$ cat config.mk
export PLATFORM = sky130hd
export DESIGN_NAME = decode_stage
export DESIGN_NICKNAME = d
export VERILOG_FILES = /design/src/rtl/decode_stage.sv
export SDC_FILE = /design/constraint.sdc
export NUM_CORES = 1
export LEC_CHECK = 0
export CAP_MARGIN = 10
export CORE_UTILIZATION = 30
export DETAILED_ROUTE_END_ITERATION = 6
export GPL_TIMING_DRIVEN = 0
export PLACE_DENSITY = 0.68
export SLEW_MARGIN = 20
export SYNTH_ARGS = -nofsm -noshare
export SYNTH_HDL_FRONTEND = slang
export SYNTH_SLANG_ARGS = --single-unit
$ cat constraint.sdc
create_clock -name clk -period 1.85 [get_ports clk]
set_input_delay 0.37 -clock clk [delete_from_list [all_inputs] [get_ports clk]]
set_output_delay 0.37 -clock clk [all_outputs]
set_load 0.1 [all_outputs]
$ cat src/rtl/decode_stage.sv
// RV32I decode stage: one _d2 register between fetch and execute, with valid/ready, stall and flush.
// Optional DECODE_ILLEGAL_TRAP_EN adds illegal_d2 and flags unknown opcodes instead of turning them into NOPs.
package proc_pkg;
  typedef enum logic [1:0] {
    ALU_ARITH     = 2'd0,
    ALU_LOGIC     = 2'd1,
    ALU_SHIFT     = 2'd2,
    ALU_PC_VAL_D2 = 2'd3
  } alu_mux_sel_t;
  typedef enum logic {OP1_REG1_DATA = 1'b0, OP1_PC_VAL_D2 = 1'b1} x_op1_mux_sel_t;
  typedef enum logic {OP2_REG2_DATA = 1'b0, OP2_IMM_SIGNED = 1'b1} x_op2_mux_sel_t;
  typedef enum logic {W_ALU = 1'b0, W_MEM = 1'b1} w_mux_sel_t;
endpackage

module decode_stage
  import proc_pkg::*;
#(
  parameter logic [31:0] RESET_PC = 32'h0000_0000
) (
  input  logic            clk,
  input  logic            rst_n,
  input  logic            if_valid,
  input  logic [31:0]     if_instr,
  input  logic [31:0]     if_pc,
  output logic            id_ready,
  input  logic            ex_ready,
  input  logic            flush,
  output logic            valid_d2,
  output logic [31:0]     pc_val_d2,
  output logic [4:0]      rs1_addr_d2,
  output logic [4:0]      rs2_addr_d2,
  output logic [4:0]      rd_addr_d2,
  output logic [31:0]     imm_signed_d2,
  output logic [2:0]      alu_funct3_d2,
  output logic            alu_alt_d2,
  output alu_mux_sel_t    alu_mux_sel_d2,
  output x_op1_mux_sel_t  x_op1_mux_sel_d2,
  output x_op2_mux_sel_t  x_op2_mux_sel_d2,
  output w_mux_sel_t      w_mux_sel_d2,
  output logic            reg_we_d2
`ifdef DECODE_ILLEGAL_TRAP_EN
  ,output logic           illegal_d2
`endif
);

  typedef struct packed {
    logic [4:0]     rs1;
    logic [4:0]     rs2;
    logic [4:0]     rd;
    logic [31:0]    imm;
    logic [2:0]     funct3;
    logic           alt;
    alu_mux_sel_t   alu;
    x_op1_mux_sel_t op1;
    x_op2_mux_sel_t op2;
    w_mux_sel_t     w;
    logic           we;
`ifdef DECODE_ILLEGAL_TRAP_EN
    logic           ill;
`endif
  } dec_t;

  localparam logic [6:0] OPC_OP     = 7'b0110011;
  localparam logic [6:0] OPC_OP_IMM = 7'b0010011;
  localparam logic [6:0] OPC_LUI    = 7'b0110111;
  localparam logic [6:0] OPC_AUIPC  = 7'b0010111;
  localparam logic [6:0] OPC_JAL    = 7'b1101111;
  localparam logic [6:0] OPC_JALR   = 7'b1100111;
  localparam logic [6:0] OPC_BRANCH = 7'b1100011;
  localparam logic [6:0] OPC_FENCE  = 7'b0001111;

  function automatic alu_mux_sel_t alu_class(input logic [2:0] f3);
    case (f3)
      3'b001, 3'b101:         return ALU_SHIFT;
      3'b100, 3'b110, 3'b111: return ALU_LOGIC;
      default:                return ALU_ARITH;
    endcase
  endfunction

  logic [31:0] ins;
  logic [31:0] imm_i, imm_u, imm_j, imm_b;
  logic        writes_rd;
  logic        load;
  dec_t        dec, q;
  logic        valid_q;
  logic [31:0] pc_q;

  assign ins   = if_instr;
  assign imm_i = {{20{ins[31]}}, ins[31:20]};
  assign imm_u = {ins[31:12], 12'h000};
  assign imm_j = {{11{ins[31]}}, ins[31], ins[19:12], ins[20], ins[30:21], 1'b0};
  assign imm_b = {{19{ins[31]}}, ins[31], ins[7], ins[30:25], ins[11:8], 1'b0};

  // Fields an opcode doesn't use stay 0 so the _d2 bundle is deterministic.
  always_comb begin
    dec       = '0;
    dec.alu   = ALU_ARITH;
    dec.op1   = OP1_REG1_DATA;
    dec.op2   = OP2_REG2_DATA;
    dec.w     = W_ALU;
    writes_rd = 1'b0;
    case (ins[6:0])
      OPC_OP: begin
        dec.rs1    = ins[19:15];
        dec.rs2    = ins[24:20];
        dec.funct3 = ins[14:12];
        dec.alt    = ins[30];
        dec.alu    = alu_class(ins[14:12]);
        writes_rd  = 1'b1;
      end
      OPC_OP_IMM: begin
        dec.rs1    = ins[19:15];
        dec.imm    = imm_i;
        dec.funct3 = ins[14:12];
        dec.alt    = (ins[14:12] == 3'b101) ? ins[30] : 1'b0;
        dec.alu    = alu_class(ins[14:12]);
        dec.op2    = OP2_IMM_SIGNED;
        writes_rd  = 1'b1;
      end
      OPC_LUI: begin
        dec.imm   = imm_u;
        dec.op2   = OP2_IMM_SIGNED;
        writes_rd = 1'b1;
      end
      OPC_AUIPC: begin
        dec.imm   = imm_u;
        dec.op1   = OP1_PC_VAL_D2;
        dec.op2   = OP2_IMM_SIGNED;
        writes_rd = 1'b1;
      end
      OPC_JAL: begin
        dec.imm   = imm_j;
        dec.alu   = ALU_PC_VAL_D2;
        dec.op1   = OP1_PC_VAL_D2;
        dec.op2   = OP2_IMM_SIGNED;
        writes_rd = 1'b1;
      end
      OPC_JALR: begin
        dec.rs1   = ins[19:15];
        dec.imm   = imm_i;
        dec.alu   = ALU_PC_VAL_D2;
        dec.op2   = OP2_IMM_SIGNED;
        writes_rd = 1'b1;
      end
      OPC_BRANCH: begin
        // funct3 carries the compare condition to execute
        dec.rs1    = ins[19:15];
        dec.rs2    = ins[24:20];
        dec.imm    = imm_b;
        dec.funct3 = ins[14:12];
      end
      OPC_FENCE: ;
      default: begin
`ifdef DECODE_ILLEGAL_TRAP_EN
        dec.ill = 1'b1;
`endif
      end
    endcase
    dec.rd = writes_rd ? ins[11:7] : 5'd0;
    dec.we = writes_rd && (ins[11:7] != 5'd0);
  end

  assign id_ready = !valid_q || ex_ready;
  assign load     = if_valid && id_ready && !flush;

  always_ff @(posedge clk or negedge rst_n) begin
    if (!rst_n) begin
      valid_q <= 1'b0;
      pc_q    <= RESET_PC;
      q       <= '0;
    end else if (flush) begin
      valid_q <= 1'b0;
    end else if (load) begin
      valid_q <= 1'b1;
      pc_q    <= if_pc;
      q       <= dec;
    end else if (ex_ready) begin
      valid_q <= 1'b0;
    end
  end

  assign valid_d2         = valid_q;
  assign pc_val_d2        = pc_q;
  assign rs1_addr_d2      = q.rs1;
  assign rs2_addr_d2      = q.rs2;
  assign rd_addr_d2       = q.rd;
  assign imm_signed_d2    = q.imm;
  assign alu_funct3_d2    = q.funct3;
  assign alu_alt_d2       = q.alt;
  assign alu_mux_sel_d2   = q.alu;
  assign x_op1_mux_sel_d2 = q.op1;
  assign x_op2_mux_sel_d2 = q.op2;
  assign w_mux_sel_d2     = q.w;
  assign reg_we_d2        = q.we;
`ifdef DECODE_ILLEGAL_TRAP_EN
  assign illegal_d2       = q.ill;
`endif

endmodule

Yosys cells after proc, flatten, opt, wreduce, memory -nomap -nowiden

Index checks and enable logic that the tools add are counted.

Input port bits: 69
Word-level logic and storage cells: 61
Bits in registers: 89

Equality and inequality tests: 12
Bitwise operators: 1
Reduce and logical (&&, ||, !) cells: 21
Mux-type cells: 15

Operators with widths:

| operator             | number |
|---|---|
| $pmux W32 S4         | 1 |
| $eq A7 B7 Y1 const B | 3 |
| $mux W5              | 3 |
| $eq A7 B5 Y1 const B | 2 |
| $eq A7 B6 Y1 const B | 2 |
| $reduce_or A2 Y1     | 7 |
| $eq A3 B3 Y1 const B | 4 |
| $pmux W2 S2          | 2 |
| $mux W1              | 7 |
| $reduce_or A3 Y1     | 2 |
| $reduce_or A6 Y1     | 1 |
| $reduce_bool A5 Y1   | 1 |
| $reduce_or A5 Y1     | 1 |
| $reduce_or A4 Y1     | 1 |
| $eq A3 B1 Y1 const B | 1 |
| $logic_and A1 B1 Y1  | 3 |
| $mux W3              | 1 |
| $reduce_bool A3 Y1   | 1 |
| $logic_not A1 Y1     | 2 |
| $pmux W1 S2          | 1 |
| $reduce_and A2 Y1    | 1 |
| $logic_or A1 B1 Y1   | 1 |
| $not A1 Y1           | 1 |

Logic depth before layout (Yosys ltp)

Gate-level depths: netlist (run 1).

Depth after elaboration: 6
Depth in mapped cells: 7
Depth with buffers taken out: 5

Least setup slack after synthesis (run 1)

OpenSTA, ideal clock, no wires.

Kind: register to register
Start point: reg valid_q, in the netlist valid_d2
End point: reg q (netlist bit alu_funct3_d2[0])
Stages on the path, launching flop included: 7
Clock period less this slack: 2699 ps
Library setup time: 122 ps
Arrival time: 2577 ps
Data required time: 1728 ps
Slack: -849 ps
Cell sequence: dfrtp_1 nor2b_1 inv_1 nand3b_1 buf_2 buf_2 a22o_1

Longest elaborated chain between the ends: 5

RTL lines:

| what                             | line | RTL |
|---|---|---|
| start, declared                  | 85   | `logic valid_q;` |
| start signal, assigned           | 168  | `valid_q <= 1'b0;` |
| start signal, assigned           | 172  | `valid_q <= 1'b0;` |
| start signal, assigned           | 174  | `valid_q <= 1'b1;` |
| $logic_not A1 Y1                 | 163  | `assign id_ready = !valid_q \|\| ex_ready;` |
| $logic_or A1 B1 Y1               | 163  |  |
| net id_ready                     | 25   | `output logic id_ready,` |
| $logic_and A1 B1 Y1 (2 in a row) | 164  | `assign load = if_valid && id_ready && !flush;` |
| $reduce_and A2 Y1 (no line)      | -    |  |
| end signal, assigned             | 170  | `q <= '0;` |
| end signal, assigned             | 176  | `q <= dec;` |
| end, declared                    | 84   | `dec_t dec, q;` |

The timed path passes the listed nets, and every way through them passes these cells.
A chain may end at the register's enable or synchronous reset.

Final worst setup path (run 1)

Start point: in ex_ready
End point: out id_ready

Longest elaborated chain between the ends: 1

RTL lines:

| what               | line | RTL |
|---|---|---|
| start, declared    | 26   | `input logic ex_ready,` |
| $logic_or A1 B1 Y1 | 163  |  |
| end, declared      | 25   |  |

No other way between the ends.

==> results of run 1 <==
-- power breakdown --
| group | internal, mW | switching (mW) |
|---|---|---|
| clock | 1.09 | 0.725 |
| sequential | 2.09 | 0.0791 |
| combinational | 0.465 | 1.48 |
| total | 3.65 | 2.28 |
-- per-layer routing --
metal | vias up | part of all wire, %
met1 | 1624 | 44
met5 | - | 0
li1 | 1627 | -
met4 | 0 | 1.4
met2 | 124 | 48
met3 | 13 | 7.5
-- layout by cell type, fill, tap and decap left out, types with 3 or more instances in the layout --
| cell | count |
|---|---|
| a211oi_2 | 12 |
| a21oi_1 | 11 |
| a22o_1 | 26 |
| a22oi_1 | 4 |
| buf_4 | 15 |
| buf_6 | 4 |
| clkbuf_16 | 9 |
| clkbuf_2 | 4 |
| clkbuf_8 | 5 |
| clkdlybuf4s15_2 | 89 |
| clkdlybuf4s50_1 | 63 |
| dfrtp_1 | 88 |
| dlymetal6s2s_1 | 3 |
| nand2_1 | 128 |
| nand3_1 | 3 |
| nor2_1 | 17 |
| nor2b_1 | 3 |
| nor3_4 | 4 |
| o21a_1 | 3 |
| o21ai_0 | 9 |
| o21ai_1 | 10 |
-- stage by stage --
| step | std cells | worst slack (ps) | power, mW | cell area (µm²) | setup TNS [ps] |
|---|---|---|---|---|---|
| finish | 721 | 95.2 | 5.93 | 6190 | 0 |
| global route | 721 | 11.8 | 6.17 | 6190 | 0 |
| CTS | 718 | 5.89 | 5.98 | 6110 | 0 |
| detailed placement | 702 | -721 | 4.18 | 5670 | -31860 |
| global placement | 701 | -3470 | 4.15 | 5640 | -283250 |
| floorplan | 376 | -399 | 3.57 | 3860 | -32960 |
-- cell type report --
| type | instances | share of cell area (%) |
|---|---|---|
| buffer | 21 | 2.55 |
| clock buffer | 14 | 4.75 |
| clock inverter | 1 | 0.121 |
| inverter | 3 | 0.243 |
| multi-input combinational | 263 | 24.7 |
| sequential | 89 | 36.0 |
| tap | 168 | 3.40 |
| timing repair buffer | 162 | 28.2 |
-- registers in the layout (all words and copies together) (netlist names), 2 cells and up --
name            count
rs2_addr_d2         5
pc_val_d2          32
alu_funct3_d2       3
alu_mux_sel_d2      2
rs1_addr_d2         5
rd_addr_d2          5
imm_signed_d2      32
-- final timing paths --
path,startpoint,endpoint,slack (ps),depth (start not counted)
hold reg to reg,x_op2_mux_sel_d2,x_op2_mux_sel_d2,470,2
min in group asynchronous,rst_n,pc_val_d2[4],530,2
setup / recovery,ex_ready,id_ready,100,4
setup reg to reg,valid_d2,rs1_addr_d2[0],150,5
hold / removal,x_op2_mux_sel_d2,x_op2_mux_sel_d2,470,2
max in group asynchronous,rst_n,valid_d2,660,3
-- kinds of logic (layout without fill, tap and decap cells) --
| kind of cell | count (synthesis) | in the layout | synth area share, % |
|---|---|---|---|
| buffers and inverters | 24 | 201 | 3.54 |
| other | 1 | 1 | 0.0983 |
| AO/OA/AOI/OAI | 84 | 84 | 16.9 |
| flip-flops | 89 | 89 | 58.4 |
| AND/OR/NAND/NOR | 177 | 177 | 20.8 |
| XOR/XNOR | 1 | 1 | 0.230 |
-- timing repair --
item | CTS | global route
setup buffers | 0 | 3
setup endpoints to repair | 135 | 68
gates cloned | 0 | 0
hold buffers | 1 | 0
resized for setup | 281 | 17
hold endpoints to repair | 16 | 0
pin swaps | 0 | 1
-- critical path, cell delays in order --
cell             delay (ps)
clkdlybuf4s50_1         470
nor2b_4                 190
clkinvlp_4              110
buf_4                   230
==> out/results.ini, run 1 <==
[synth]
synthesis.nets = 445
synth_most_common_cell = nand2_1
ys_seq_area_share_pct = 58.4
synthTopCellsByCount = nand2_1, dfrtp_1, a22o_1, nor2_1, buf_2
postSynthCellCount = 376
synth_edf_count = 0
synthesis.area_um2 = 3810
synth_top_flop_cell = dfrtp_1
avgSynthCellArea_um2 = 10.1
async_flop_share_pct = 100
synth_top_area_share_pct = 58.4
synth_top_area_cell = dfrtp_1
yosys-top-cells-area = dfrtp_1, nand2_1, a22o_1
ys.warnings.count = 0
synth_seq_cells = 89
yosysUniqueCellTypes = 39

[detailed_routing]
routed_wl_mm = 11.6
vias = 3388
drcViolationCount = 0
viasPerCell = 4.70
ant_nets = 0
first_iter_violations = 221
wl_per_cell_um = 16.1
first_pass_iters = 4

[timing]
whs_ps = 471
setup_viol = 0
timing.slew.headroom_pct = 61.1
fin_crit_sh_pct = 94.9
tightest_slew_ps = 586
clock.fmax_mhz = 570
drv_slew = 0
hold_viol_final = 0
period_minus_slack_ps = 1750
rsz0062_at_grt = no
finClkSkew_ps = 6.63

[global_routing]
antenna_found_initial = 0
grt_use_met3_pct = 5.38
grt_pass1_wl_mm = 18.7
grt_busiest_layer = met2
first_global_vias = 3635
use_met1_pct = 22.6
grt_overflow = 0
met2_usage_pct = 31.7
track_usage_pct = 18.7
grt_max_degree = 56

[clock_tree]
clk_latency_ps = 340
cts.root.buffer_cell = clkbuf_16
clock_path_buffers = 2
clk_pin_slew_ps = 60
cts_inserted_buffers = 9
htree_levels = 3
clock_sinks = 89
cts_tree = done

[finish]
post-route-util_pct = 50.7
nets = 618
multi_input_area_um2 = 1530
regArea_um2 = 2230
n_fill_cell = 1141
diodes = 0
synthToLayoutAreaGrowth_pct = 62.3
drive_gt1_share_pct = 30.2

[worst_setup_path]
critical_path_arrival_ps = 1380
crit_fanout = 3
cp-start-kind = input port
worstSetupEndpointType = primary output
worstPathRequired_ps = 1480
crit_type = in -> out

[floorplanning]
coreArea_um2 = 12200
die_width_um = 115
rows = 40
die_area_um2 = 13200
die_h_um = 115
boundaryPins = 160
start_util_pct = 31.2

[min_path]
hold_path.class = reg -> reg

[pwr]
irDropWorstVdd_uv = 408
cellLeakagePower_nw = 2.71
power_density_nw_per_um2 = 957

[run_status]
outcome = completed

[placed_design]
io_buffers = 157
place_congestion = 0.845
hpwl_mm = 8.66

[run]
maxCapViolCount = 0

No activity file was read; power rests on OpenSTA's default activity.
==> inputs of run 2 (changes only) <==
- CORE_MARGIN: default -> 1.5
- TNS_END_PERCENT: default -> 10
==> out/results.ini, run 2 (synthesis results as in run 1) <==
[finish]
nets = 618  ; unchanged
post-route-util_pct = 48.8  ; -1.9 points
final_cells = 724  ; +0.42%
final_common_cell = nand2_1
drive_gt1_share_pct = 28.9  ; -1.3 points
layout_common_cells = nand2_1, dfrtp_1, clkdlybuf4s15_2
synthToLayoutAreaGrowth_pct = 60.2

[global_routing]
first_global_vias = 3493  ; -3.9%
grt_overflow = 0  ; unchanged
track_usage_pct = 18.3  ; -0.47 points
antenna_found_initial = 1  ; +1
grt_max_degree = 57  ; +1.8%
grt_pass1_wl_mm = 18.5  ; -1.3%

[timing]
hold_viol_final = 0  ; unchanged
finClkSkew_ps = 2.55  ; -4.08 ps
setup_ws_ps = 40.3  ; -54.9 ps
setup_tns_ps = 0  ; unchanged
period_minus_slack_ps = 1810  ; +54.9 ps
drv_slew = 0  ; unchanged
setup_viol = 0  ; unchanged
fin_crit_sh_pct = 97.8  ; +3.0 points
timing.slew.headroom_pct = 50.3  ; -11 points
clock.fmax_mhz = 553  ; -3.0%
rsz0062_at_grt = yes
tightest_slew_ps = 745  ; +159 ps

[detailed_routing]
routed_wl_mm = 12.0  ; +3.9%
ant_nets = 0  ; unchanged
first_pass_iters = 4  ; unchanged
drcViolationCount = 0  ; unchanged
first_iter_violations = 150  ; -32%
vias = 3452  ; +1.9%
viasPerCell = 4.77  ; +1.5%
wl_per_cell_um = 16.6  ; +3.4%

[floorplanning]
boundaryPins = 160  ; unchanged
rows = 41  ; +2.5%
start_util_pct = 30.5  ; -0.76 points
coreArea_um2 = 12500  ; +2.5%
die_h_um = 116  ; +0.87%
die_width_um = 116  ; +0.87%
die_area_um2 = 13400  ; +1.8%

[run]
maxCapViolCount = 0  ; unchanged

[worst_setup_path]
ff2ff_setup_slack_ps = 40  ; -110 ps
worstPathRequired_ps = 2120  ; +640 ps
regToRegStartpoint = valid_d2
critical_path_arrival_ps = 2080  ; +700 ps
worstSetupEndpointType = flip-flop
crit_type = reg -> reg
rr_endpoint = pc_val_d2[21]
crit_fanout = 10  ; +7
cp-start-kind = flip-flop
reg2reg_depth = 6  ; +1

[placed_design]
io_buffers = 157  ; unchanged
dp_cells = 706  ; +0.57%
preCtsSetupSlack_ps = -660  ; +61.0 ps
hpwl_mm = 8.87  ; +2.5%
place_congestion = 0.850  ; +0.56%

[pwr]
total_power_mw = 5.73  ; -3.3%
power_density_nw_per_um2 = 938  ; -2.1%
irDropWorstVdd_uv = 392  ; -3.8%
cellLeakagePower_nw = 2.67  ; -1.6%

[clock_tree]
cts_tree = done
cts.root.buffer_cell = clkbuf_16
hold_buffers = 0  ; -1
clk_pin_slew_ps = 60  ; about the same
cts_inserted_buffers = 9  ; unchanged
clock_sinks = 89  ; unchanged
clock_path_buffers = 2  ; unchanged
clk_latency_ps = 340  ; about the same
htree_levels = 3  ; unchanged

[run_status]
outcome = completed

[min_path]
hold_path.class = in -> async

run 2: changes by cell type in the layout (fill, tap and decap cells not counted), sizes merged:
cell / delta
clkinvlp: -1
buf: +3
clkinv: +1
clkbuf: -3
diode: +1
clkdlybuf4s15: -1
dlygate4sd3: -1
run 2: timing repair:
item                       in CTS  in global routing
gates resized for setup       275                 16
pin swaps                       0                  2
gates cloned                    0                  0
setup endpoints to repair     114                 77
buffers inserted                0                  4
run 2: area by class of cell:
class,instances,area [µm²]
fill,1186,6410
tap,172,215
clock inverter,1,5.00
antenna,1,2.50
sequential,89,2230
multi-input combinational,263,1520
inverter,3,15.0
timing repair buffer,162,1730
clock buffer,12,246
buffer,21,153
run 2: layer usage:
layer	global-route usage [%]	vias up	part of all wire, %
met2	30.1	140	46
met1	22.4	1660	43
li1	-	1628	-
met4	8.54	0	2.9
met3	4.92	24	7.3
met5	0	-	0
run 2: power by group:
group	switching (mW)	internal (mW)	leakage [nW]
Sequential	0.0794	2.09	1.18
Clock	0.700	0.923	0.124
Combinational	1.47	0.460	1.37
Total	2.25	3.48	2.67
run 2: critical path, cell delays in order, from the launching register on:
cell and delay (ps):
dfrtp_4 470, nor2b_4 140, nor3b_2 240, buf_2 310, buf_1 380, nand2_1 120
nand2_1 70
run 2: worst max-delay path by stage:
stage                       end          start
5_1_grt            pc_val_d2[6]       valid_d2
3_3_place_gp           valid_d2          rst_n
4_1_cts           rd_addr_d2[0]  rd_addr_d2[0]
2_1_floorplan  imm_signed_d2[0]       valid_d2
3_5_place_dp           id_ready       ex_ready
6_report          pc_val_d2[21]       valid_d2
run 2: stage by stage:
stage | hold slack, ps | instance area, µm²
6_report | 101 | 6110
5_1_grt | 159 | 6110
4_1_cts | 113 | 6030
3_5_place_dp | 463 | 5660
3_3_place_gp | 457 | 5650
2_1_floorplan | 74.4 | 3860
